$ cat config.mk
export PLATFORM = sky130hd
export DESIGN_NAME = tenkey_debounce_flat
export DESIGN_NICKNAME = d
export VERILOG_FILES = /design/src/rtl/tenkey_debounce_if.sv /design/src/rtl/tenkey_debounce.sv /design/src/flat_wrapper.sv
export SDC_FILE = /design/constraint.sdc
export NUM_CORES = 1
export LEC_CHECK = 0
export BUFFER_PORTS_ARGS = -buffer_cell sky130_fd_sc_hd__buf_2
export CAP_MARGIN = 25
export CORE_MARGIN = 4
export CORE_UTILIZATION = 55
export CTS_BUF_LIST = sky130_fd_sc_hd__clkbuf_4 sky130_fd_sc_hd__clkbuf_8
export CTS_CLUSTER_DIAMETER = 40
export CTS_CLUSTER_SIZE = 25
export DETAILED_ROUTE_END_ITERATION = 10
export PLACE_DENSITY = 0.73
export SYNTH_ARGS = -nofsm -noshare
export SYNTH_HDL_FRONTEND = slang
export SYNTH_SLANG_ARGS = --single-unit
$ cat constraint.sdc
create_clock -name clk -period 3 [get_ports clk]
set_clock_uncertainty 0.05 [all_clocks]
set_input_delay 0.15 -clock clk [delete_from_list [all_inputs] [get_ports clk]]
set_output_delay 0.15 -clock clk [all_outputs]
set_load 0.03 [all_outputs]
$ cat src/rtl/tenkey_debounce_if.sv
// Key-pad conditioner bundle: raw switch lines in, one-hot key pulses and status out.
// No latency of its own; pure wiring between conditioner and consumer.
// No backpressure: pulses are fire-and-forget, the consumer must sample every cycle.
interface tenkey_debounce_if;
  logic [9:0] sw_raw;
  logic [9:0] tenkey;
  logic       key_valid;
  logic       multi_err;
  logic       busy;

  // Conditioner side
  modport master (
    input  sw_raw,
    output tenkey,
    output key_valid,
    output multi_err,
    output busy
  );

  // Key pad / lock side
  modport slave (
    output sw_raw,
    input  tenkey,
    input  key_valid,
    input  multi_err,
    input  busy
  );
endinterface

$ cat src/rtl/tenkey_debounce.sv
// 10-key synchroniser/debouncer: one single-cycle one-hot pulse per accepted press, multi-key flagged.
// Latency: raw change to output pulse is DEBOUNCE_CYCLES+4 clocks; release-to-idle likewise.
// No backpressure: outputs are pulses; optional auto-repeat enabled by macro TENKEY_REPEAT_EN.
module tenkey_debounce #(
  parameter int DEBOUNCE_CYCLES = 16,
  parameter int CNT_W           = 16,
  parameter int REPEAT_DELAY    = 1000,
  parameter int REPEAT_PERIOD   = 250
) (
  input logic              clk,
  input logic              reset,
  tenkey_debounce_if.master kp
);

  localparam logic [0:0] S_IDLE = 1'b0;
  localparam logic [0:0] S_HELD = 1'b1;

  localparam logic [CNT_W-1:0] DB_MAX = CNT_W'(DEBOUNCE_CYCLES);

  logic [9:0]       s1_q, s1_d;
  logic [9:0]       s2_q, s2_d;
  logic [9:0]       prev_q, prev_d;
  logic [CNT_W-1:0] cnt_q, cnt_d;
  logic [0:0]       state_q, state_d;
  logic [9:0]       tenkey_q, tenkey_d;
  logic             key_valid_q, key_valid_d;
  logic             multi_err_q, multi_err_d;

  logic stable;
  logic prev_zero;
  logic prev_onehot;

  assign stable      = (cnt_q == DB_MAX);
  assign prev_zero   = (prev_q == 10'd0);
  assign prev_onehot = !prev_zero && ((prev_q & (prev_q - 10'd1)) == 10'd0);

`ifdef TENKEY_REPEAT_EN
  localparam logic [CNT_W-1:0] RPT_DLY = CNT_W'(REPEAT_DELAY);
  localparam logic [CNT_W-1:0] RPT_PER = CNT_W'(REPEAT_PERIOD);

  // rep_q marks that the first (long) repeat delay has already elapsed
  logic [CNT_W-1:0] rcnt_q, rcnt_d;
  logic             rep_q, rep_d;
  logic [CNT_W-1:0] rcnt_inc;

  assign rcnt_inc = rcnt_q + 1'b1;
`endif

  // Two-flop synchroniser, one-cycle history and saturating stability counter
  always_comb begin
    s1_d   = kp.sw_raw;
    s2_d   = s1_q;
    prev_d = s2_q;
    if (s2_q != prev_q) begin
      cnt_d = '0;
    end else if (!stable) begin
      cnt_d = cnt_q + 1'b1;
    end else begin
      cnt_d = cnt_q;
    end
  end

  // Press/release FSM; a new pulse only ever comes out of IDLE (or the repeat timer)
  always_comb begin
    state_d     = state_q;
    tenkey_d    = '0;
    key_valid_d = 1'b0;
    multi_err_d = 1'b0;
`ifdef TENKEY_REPEAT_EN
    rcnt_d      = '0;
    rep_d       = 1'b0;
`endif
    case (state_q)
      S_IDLE: begin
        if (stable && prev_onehot) begin
          tenkey_d    = prev_q;
          key_valid_d = 1'b1;
          state_d     = S_HELD;
        end else if (stable && !prev_zero) begin
          multi_err_d = 1'b1;
          state_d     = S_HELD;
        end
      end
      default: begin
        if (stable && prev_zero) begin
          state_d = S_IDLE;
        end
`ifdef TENKEY_REPEAT_EN
        // Only a single, still-stable key keeps the repeat timer running
        if (stable && prev_onehot && (s2_q == prev_q)) begin
          rep_d = rep_q;
          if (!rep_q && (rcnt_inc == RPT_DLY)) begin
            tenkey_d    = prev_q;
            key_valid_d = 1'b1;
            rep_d       = 1'b1;
          end else if (rep_q && (rcnt_inc == RPT_PER)) begin
            tenkey_d    = prev_q;
            key_valid_d = 1'b1;
          end else begin
            rcnt_d = rcnt_inc;
          end
        end
`endif
      end
    endcase
  end

  // State registers; reset parks the FSM in HELD so a key held through reset is ignored
  always_ff @(posedge clk) begin
    if (reset) begin
      s1_q        <= '0;
      s2_q        <= '0;
      prev_q      <= '0;
      cnt_q       <= '0;
      state_q     <= S_HELD;
      tenkey_q    <= '0;
      key_valid_q <= 1'b0;
      multi_err_q <= 1'b0;
    end else begin
      s1_q        <= s1_d;
      s2_q        <= s2_d;
      prev_q      <= prev_d;
      cnt_q       <= cnt_d;
      state_q     <= state_d;
      tenkey_q    <= tenkey_d;
      key_valid_q <= key_valid_d;
      multi_err_q <= multi_err_d;
    end
  end

`ifdef TENKEY_REPEAT_EN
  // Auto-repeat timer registers
  always_ff @(posedge clk) begin
    if (reset) begin
      rcnt_q <= '0;
      rep_q  <= 1'b0;
    end else begin
      rcnt_q <= rcnt_d;
      rep_q  <= rep_d;
    end
  end
`endif

  assign kp.tenkey    = tenkey_q;
  assign kp.key_valid = key_valid_q;
  assign kp.multi_err = multi_err_q;
  assign kp.busy      = (state_q == S_HELD);

endmodule
$ cat src/flat_wrapper.sv
// flat-port wrapper written by rule: the top's interface ports become plain ports
module tenkey_debounce_flat 
#(
  parameter int DEBOUNCE_CYCLES = 16,
  parameter int CNT_W           = 16,
  parameter int REPEAT_DELAY    = 1000,
  parameter int REPEAT_PERIOD   = 250
)
  (clk, reset, kp_sw_raw, kp_tenkey, kp_key_valid, kp_multi_err, kp_busy);
  tenkey_debounce_if kp_i ();
  input logic clk;
  input logic reset;
  input wire logic [$bits(kp_i.sw_raw)-1:0] kp_sw_raw;
  output wire logic [$bits(kp_i.tenkey)-1:0] kp_tenkey;
  output wire logic [$bits(kp_i.key_valid)-1:0] kp_key_valid;
  output wire logic [$bits(kp_i.multi_err)-1:0] kp_multi_err;
  output wire logic [$bits(kp_i.busy)-1:0] kp_busy;
  assign kp_i.sw_raw = kp_sw_raw;
  assign kp_tenkey = kp_i.tenkey;
  assign kp_key_valid = kp_i.key_valid;
  assign kp_multi_err = kp_i.multi_err;
  assign kp_busy = kp_i.busy;
  tenkey_debounce #(.DEBOUNCE_CYCLES(DEBOUNCE_CYCLES), .CNT_W(CNT_W), .REPEAT_DELAY(REPEAT_DELAY), .REPEAT_PERIOD(REPEAT_PERIOD)) u_core (.clk(clk), .reset(reset), .kp(kp_i));
endmodule
==> impl_metrics.env, run 1 <==
export IMPL_status="finished clean"
export IMPL_dp_hpwl_microns=2350
export IMPL_ys_types=34
export IMPL_p_clk_share_pct=47.1
export IMPL_cts_max_level=3
export IMPL_p_seq_share_pct=48.5
export IMPL_path_class="reg -> reg"
export IMPL_post_route_period_util_pct=69.0
export IMPL_start_util_pct=59.0
export IMPL_dr_pass1_iters=4
export IMPL_drt_iter0_markers=72
export IMPL_drive_gt1_share_pct=16.3
export IMPL_clock_latency_ps=330
export IMPL_fin_area_sq_um=2680
export IMPL_min_period_ps=2070
export IMPL_synth_seq_cells=59
export IMPL_slowest_stage="or3_1"
export IMPL_gp_congestion=0.766
export IMPL_grt_usage_pct=15.6
export IMPL_die_area_sq_um=5120
export IMPL_nFillCells=254
export IMPL_holdWs_ps=238
export IMPL_cp_start_kind="register"
export IMPL_layout_nets=273
export IMPL_syn_num_nets=238
export IMPL_antennaDiodeCount=0
export IMPL_synth_area_leader_cell="dfxtp_1"
export IMPL_grt_max_degree=35
export IMPL_routed_wl_microns=3540
export IMPL_synthFlopType="dfxtp_1"
export IMPL_arrival_ps=2260
export IMPL_cts_root_buf="clkbuf_8"
export IMPL_synth_edff_count=0
export IMPL_rsz0062_at_grt="no"
export IMPL_cts_buffers_inserted=9
export IMPL_post_route_drc_count=0
export IMPL_syn_area_per_cell_sq_um=9.93
export IMPL_setup_viol=0
export IMPL_worst_pin_slew_ps=778
export IMPL_max_slew_margin_pct=48.2
export IMPL_vias=1602
export IMPL_ir_drop_mv=0.439
export IMPL_p_int_uw=1310
export IMPL_postSynthCellCount=224
export IMPL_ys_async_sr_fraction_pct=0
export IMPL_synth_most_common_cell="dfxtp_1"
export IMPL_finalNonFillerCells=312
export IMPL_end_kind="register"
export IMPL_chipHeight_microns=71.6
export IMPL_die_x_microns=71.6
export IMPL_power_leakage_uw=0.00105
export IMPL_worst_slack_ps=929
export IMPL_syn_cell_area_sq_um=2220
export IMPL_cp_max_fo=11
export IMPL_yosys_warnings=0
export IMPL_power_density_nw_per_um2=626
export IMPL_grt_pass1_wl_microns=6100
export IMPL_required_ps=3190
export IMPL_p_switching_uw=362
export IMPL_place_inst=286
export IMPL_antenna_found_initial=0
export IMPL_combPwrFrac_pct=4.4
export IMPL_overflow=0
export IMPL_maxSlewViolCount=0
export IMPL_synth_top_cell_area_share_pct=53.1
export IMPL_io_pin_count=25
export IMPL_area_growth_pct=20.3
export IMPL_max_stage_delay_ps=530
export IMPL_num_rows=22
export IMPL_swShare_pct=21.6
export IMPL_clock_fmax_ghz=0.483
export IMPL_drv_cap=0
export IMPL_cts_clk_slew_worst_paths_ps=70
export IMPL_hold_viol=0
export IMPL_path_cells="inv_1, ha_1, nor4b_1, nand4_2, or3_1, nor4_1"
export IMPL_avgViaCountPerCell=5.13
export IMPL_fin_tns_setup_ps=0
export IMPL_io_buffers=24
export IMPL_ant_nets=0
export IMPL_ys_seq_area_share_pct=53.1
export IMPL_cts_tree="yes"
export IMPL_hold_path_class="in -> reg"
export IMPL_synth_area_leaders="dfxtp_1 53%, nor2b_1 8.7%, xor2_1 6.3%, nor4_1 4.8%, nand3_1 2.7%"
export IMPL_synth_common_cells="59 x dfxtp_1, 31 x nor2b_1, 17 x nor4_1"
export IMPL_wl_per_cell_microns=11.3
export IMPL_cts_setup_buffers=0
export IMPL_grt_pass1_vias=1382
export IMPL_dpl_cell_area_sq_um=2350
export IMPL_clock_path_buffers=2
export IMPL_coreArea_sq_um=3770
export IMPL_place_ws_ps=920
export IMPL_cts_num_sinks=59
-- critical path: cells and delay by family (launching register included) --
kind	cells	cell delay, ps
buffers and inverters	1	70
DFF	1	360
and+or+nand+nor	4	1360
adders and majority gates	1	130
-- power groups by stage --
stage | Combinational, uW | Clock, uW | Sequential [uW]
after global routing | 83.1 | 851 | 814
after floorplan | 58.3 | 0 | 826
after CTS | 74.5 | 811 | 812
final | 74.0 | 789 | 812
after global placement | 63.9 | 0 | 829
after detailed placement | 64.7 | 0 | 830
-- metal layers --
| metal | track usage, % | share of wire [%] | vias to the layer above | routed length, microns |
|---|---|---|---|---|
| met4 | 8.14 | 2.1 | 0 | 76 |
| met1 | 20.4 | 52 | 695 | 1830 |
| li1 | - | - | 858 | - |
| met5 | 0 | 0 | - | 0 |
| met3 | 7.99 | 6.7 | 8 | 237 |
| met2 | 20.9 | 39 | 41 | 1390 |
-- cell families (layout without fill, tap and decap cells) --
logic type | count (synthesis) | after routing | share of synthesized area, %
and+or+nand+nor | 112 | 112 | 29.5
buffers and inverters | 12 | 52 | 2.76
xor gates and xnor gates | 20 | 20 | 7.88
muxes | 1 | 1 | 0.450
adders and majority gates | 3 | 3 | 1.58
DFF | 59 | 59 | 53.1
AOI/OAI and AO/OA | 17 | 17 | 4.67
-- path summary, 6_finish.rpt --
path,startpoint,endpoint,slack (ps),depth (start not counted)
setup / recovery,u_core.cnt_q[0],u_core.kp.tenkey[1],930,6
setup reg to reg,u_core.cnt_q[0],u_core.kp.tenkey[1],930,6
hold reg to reg,u_core.s1_q[2],u_core.prev_d[2],390,1
hold / removal,reset,u_core.prev_q[8],240,2
-- placed cells by master, fill, tap and decap left out, drive strengths merged --
cell / Yosys / routed
dfxtp: 59 / 59
nor2b: 31 / 31
buf: 2 / 24
nor4: 17 / 17
xor2: 16 / 16
nor2: 14 / 14
nand3: 12 / 12
dlygate4sd3: 0 / 10
clkbuf: 8 / 9
or3: 7 / 7
a21oi: 7 / 7
nand2: 7 / 7
nand4: 6 / 6
o21ai: 4 / 4
nand2b: 4 / 4
xnor2: 4 / 4
or4: 4 / 4
nor3: 3 / 3
inv: 2 / 3
nor4b: 2 / 2
o31ai: 2 / 2
and3: 2 / 2
ha: 2 / 2
bufinv: 0 / 2
clkinv: 0 / 2
clkinvlp: 0 / 2
maj3: 1 / 1
a211oi: 1 / 1
o32ai: 1 / 1
and2: 1 / 1
and4: 1 / 1
o31a: 1 / 1
a211o: 1 / 1
nand3b: 1 / 1
mux2i: 1 / 1
-- stage by stage --
stage	util (%)	power (uW)
final	70.9	1670
after global routing	70.9	1750
after CTS	70.9	1700
after detailed placement	62.3	894
after global placement	62.3	893
after floorplan	-	884
-- flip-flops by register name, summed over array words and instances, names as in the netlist, named ones only --
register,flops
u_core.prev_q,10
u_core.cnt_q,16
u_core.kp.tenkey,10
u_core.kp.multi_err,1
u_core.prev_d,10
u_core.s1_q,10
u_core.kp.key_valid,1
-- what timing repair did --
| item | in CTS | in global routing |
|---|---|---|
| resized for setup | 0 | 0 |
| hold buffers | 10 | 0 |
| endpoints found under the hold margin | 10 | 0 |
-- area by class of cell --
| class | count | area [sq um] | area share [%] |
|---|---|---|---|
| clock buffers | 9 | 124 | 4.63 |
| clock inverters | 7 | 101 | 3.79 |
| inverters | 2 | 7.51 | 0.281 |
| multi-input cells | 153 | 981 | 36.7 |
| flip-flops and latches | 59 | 1180 | 44.2 |
| well taps | 48 | 60.1 | 2.25 |
| repair buffers | 34 | 220 | 8.23 |
(Power assumes the default switching activity.)
==> run 2, diff against run 1 <==
--- a/config.mk
+++ b/config.mk
@@ -5,15 +5,16 @@
 export SDC_FILE = /design/constraint.sdc
 export NUM_CORES = 1
 export LEC_CHECK = 0
+export ABC_AREA = 1
 export BUFFER_PORTS_ARGS = -buffer_cell sky130_fd_sc_hd__buf_2
 export CAP_MARGIN = 25
 export CORE_MARGIN = 4
-export CORE_UTILIZATION = 55
+export CORE_UTILIZATION = 54
 export CTS_BUF_LIST = sky130_fd_sc_hd__clkbuf_4 sky130_fd_sc_hd__clkbuf_8
 export CTS_CLUSTER_DIAMETER = 40
 export CTS_CLUSTER_SIZE = 25
 export DETAILED_ROUTE_END_ITERATION = 10
-export PLACE_DENSITY = 0.73
+export PLACE_DENSITY = 0.74
 export SYNTH_ARGS = -nofsm -noshare
 export SYNTH_HDL_FRONTEND = slang
 export SYNTH_SLANG_ARGS = --single-unit
==> constraint.sdc (replaced) <==
create_clock -name clk -period 1.75 [get_ports clk]
set_clock_uncertainty 0.05 [all_clocks]
set_input_delay 0.0875 -clock clk [delete_from_list [all_inputs] [get_ports clk]]
set_output_delay 0.0875 -clock clk [all_outputs]
set_load 0.03 [all_outputs]
==> run 2 against run 1 <==
Effect of this change:
- worst setup slack worse by 750 ps
- largest cell class unchanged
- combinational power is 120% higher
- clock power grew 57%
- die area rose by 7.2%
- wire length grew 13%
- sequential share of layout area is 2.8 points lower
- worst hold slack got worse by 61 ps
==> impl_metrics.env, run 2 <==
export IMPL_most_common_layout_cells="63 x nor2_1, 59 x dfxtp_1, 58 x inv_1"
export IMPL_final_common_cell="nor2_1"
export IMPL_layout_nets=364
export IMPL_num_rows=23
export IMPL_ys_types=27
export IMPL_power_leakage_uw=0.00131
export IMPL_ys_async_sr_fraction_pct=0
export IMPL_gp_congestion=0.799
export IMPL_grt_usage_pct=16.9
export IMPL_hold_path_class="in -> reg"
export IMPL_required_ps=1970
export IMPL_cts_setup_buffers=0
export IMPL_postSynthCellCount=305
export IMPL_cts_tree="yes"
export IMPL_cts_num_sinks=59
export IMPL_clock_fmax_ghz=0.636
export IMPL_largest_register_ffs=16
export IMPL_syn_cell_area_sq_um=2360
export IMPL_antennaDiodeCount=0
export IMPL_setup_viol=0
export IMPL_syn_num_nets=319
export IMPL_path_class="reg -> reg"
export IMPL_grt_pass1_vias=1709
export IMPL_clock_path_buffers=2
export IMPL_place_inst=379
export IMPL_cts_buffers_inserted=9
export IMPL_synth_most_common_cell="nor2_1"
export IMPL_synthFlopType="dfxtp_1"
export IMPL_routed_wl_microns=3980
export IMPL_start_util_pct=57.4
export IMPL_drt_iter0_markers=156
export IMPL_ant_nets=0
export IMPL_ir_drop_mv=0.713
export IMPL_power_density_nw_per_um2=977
export IMPL_cts_max_level=3
export IMPL_min_period_ps=1570
export IMPL_r2r_setup_slack_ps=180
export IMPL_cp_max_fo=11
export IMPL_synth_area_leader_cell="dfxtp_1"
export IMPL_hold_viol=0
export IMPL_area_growth_pct=21.0
export IMPL_coreArea_sq_um=4120
export IMPL_antenna_found_initial=0
export IMPL_cp_start_kind="register"
export IMPL_ys_seq_area_share_pct=50.0
export IMPL_clock_latency_ps=330
export IMPL_cts_clk_slew_worst_paths_ps=60
export IMPL_maxSlewViolCount=0
export IMPL_yosys_warnings=0
export IMPL_vias=1864
export IMPL_drive_gt1_share_pct=22.5
export IMPL_grt_max_degree=33
export IMPL_dr_pass1_iters=4
export IMPL_io_pin_count=25
export IMPL_post_route_drc_count=0
export IMPL_synth_area_leaders="dfxtp_1 50%, nor2_1 10%, inv_1 9.2%, nand2_1 5.1%, nor3_2 3.8%"
export IMPL_dp_hpwl_microns=2840
export IMPL_worst_pin_slew_ps=302
export IMPL_overflow=0
export IMPL_arrival_ps=1790
export IMPL_synth_edff_count=0
export IMPL_status="finished clean"
export IMPL_drv_cap=0
export IMPL_finalNonFillerCells=405
export IMPL_die_x_microns=74.1
export IMPL_synth_top_cell_area_share_pct=50.0
export IMPL_wl_per_cell_microns=9.83
export IMPL_synth_common_cells="64 x nor2_1, 59 x dfxtp_1, 58 x inv_1"
export IMPL_regMostFlops="u_core.cnt_q"
export IMPL_max_slew_margin_pct=79.7
export IMPL_rsz0062_at_grt="no"
export IMPL_io_buffers=24
export IMPL_die_area_sq_um=5490
export IMPL_cts_root_buf="clkbuf_8"
export IMPL_chipHeight_microns=74.1
export IMPL_avgViaCountPerCell=4.60
export IMPL_fin_tns_setup_ps=0
export IMPL_end_kind="register"
export IMPL_synth_seq_cells=59
export IMPL_holdWs_ps=176
export IMPL_post_route_period_util_pct=89.8
export IMPL_grt_pass1_wl_microns=6970
export IMPL_syn_area_per_cell_sq_um=7.74
==> run 2: changes by cell type after synthesis, sizes merged, moves of 4 or more <==
cell / delta
nand2: +26
nor2b: -31
nor4: -17
nor3: +11
or4: -4
nand2b: -4
clkbuf: -4
xor2: -13
or3: -7
nand3: +6
a21oi: +6
nor2: +64
inv: +61
==> run 2: power by group <==
group / leakage [uW] / total, uW / internal, uW / switching [uW]
Combinational: 0.000717 / 164 / 72.7 / 91.5
Clock: 0.000108 / 1240 / 758 / 477
Sequential: 0.000480 / 1390 / 1370 / 17.1
==> run 2: what timing repair did <==
| item | CTS | global route |
|---|---|---|
| gates resized for setup | 0 | 1 |
| endpoints found under the hold margin | 10 | 0 |
| hold buffers | 10 | 0 |
| setup endpoints to repair | 0 | 10 |
==> run 2: area by class of cell <==
type | count | area [sq um]
Timing Repair Buffer | 40 | 265
Inverter | 64 | 240
Tap cell | 50 | 62.6
Clock buffer | 14 | 168
Clock inverter | 2 | 35.0
Sequential cell | 59 | 1180
Multi-Input combinational cell | 176 | 905
Fill cell | 348 | 1260
==> run 2: worst max-delay path: stages (launching register included) <==
cell     delay (ps)
dfxtp_1         320
inv_1            90
ha_1            170
nand3_1         100
nor2_2          130
nand2_2         120
nor2_2          160
nand4_2         100
buf_4           200
nor2_1           80
==> run 2: final timing paths <==
| check | from | endpoint | cells past startpoint |
|---|---|---|---|
| setup / recovery | u_core.cnt_q[1] | u_core.kp.tenkey[9] | 9 |
| hold / removal | reset | u_core.cnt_q[5] | 6 |
| setup reg to reg | u_core.cnt_q[1] | u_core.kp.tenkey[9] | 9 |
| hold reg to reg | u_core.s1_q[4] | u_core.prev_d[4] | 2 |
==> run 2: cell families (layout without fill, tap and decap cells) <==
kind of cell	Yosys count	after routing	synth area share [%]
XOR/XNOR	5	5	1.86
AO/OA/AOI/OAI	20	20	4.35
AND/OR/NAND/NOR	149	149	30.9
flip-flops	59	59	50.0
buffers and inverters	70	120	11.8
adder cells (fa/ha/maj)	2	2	1.06
==> run 2: through the flow <==
step	total power [uW]	instance area, sq um	util (%)	setup slack (ps)
2_1_floorplan	1520	2360	-	322
3_3_place_gp	1560	2550	62.0	237
3_5_place_dp	1570	2550	62.0	160
4_1_cts	2820	2850	69.4	145
5_1_grt	2910	2860	69.4	0.630
6_report	2790	2860	69.4	178
==> run 2: layer usage <==
metal	GRT usage, %	wire length (microns)	up-vias
met1	20.9	1950	799
li1	-	-	1010
met3	7.43	242	11
met4	10.3	92	0
met2	24.2	1690	44
met5	0	0	-
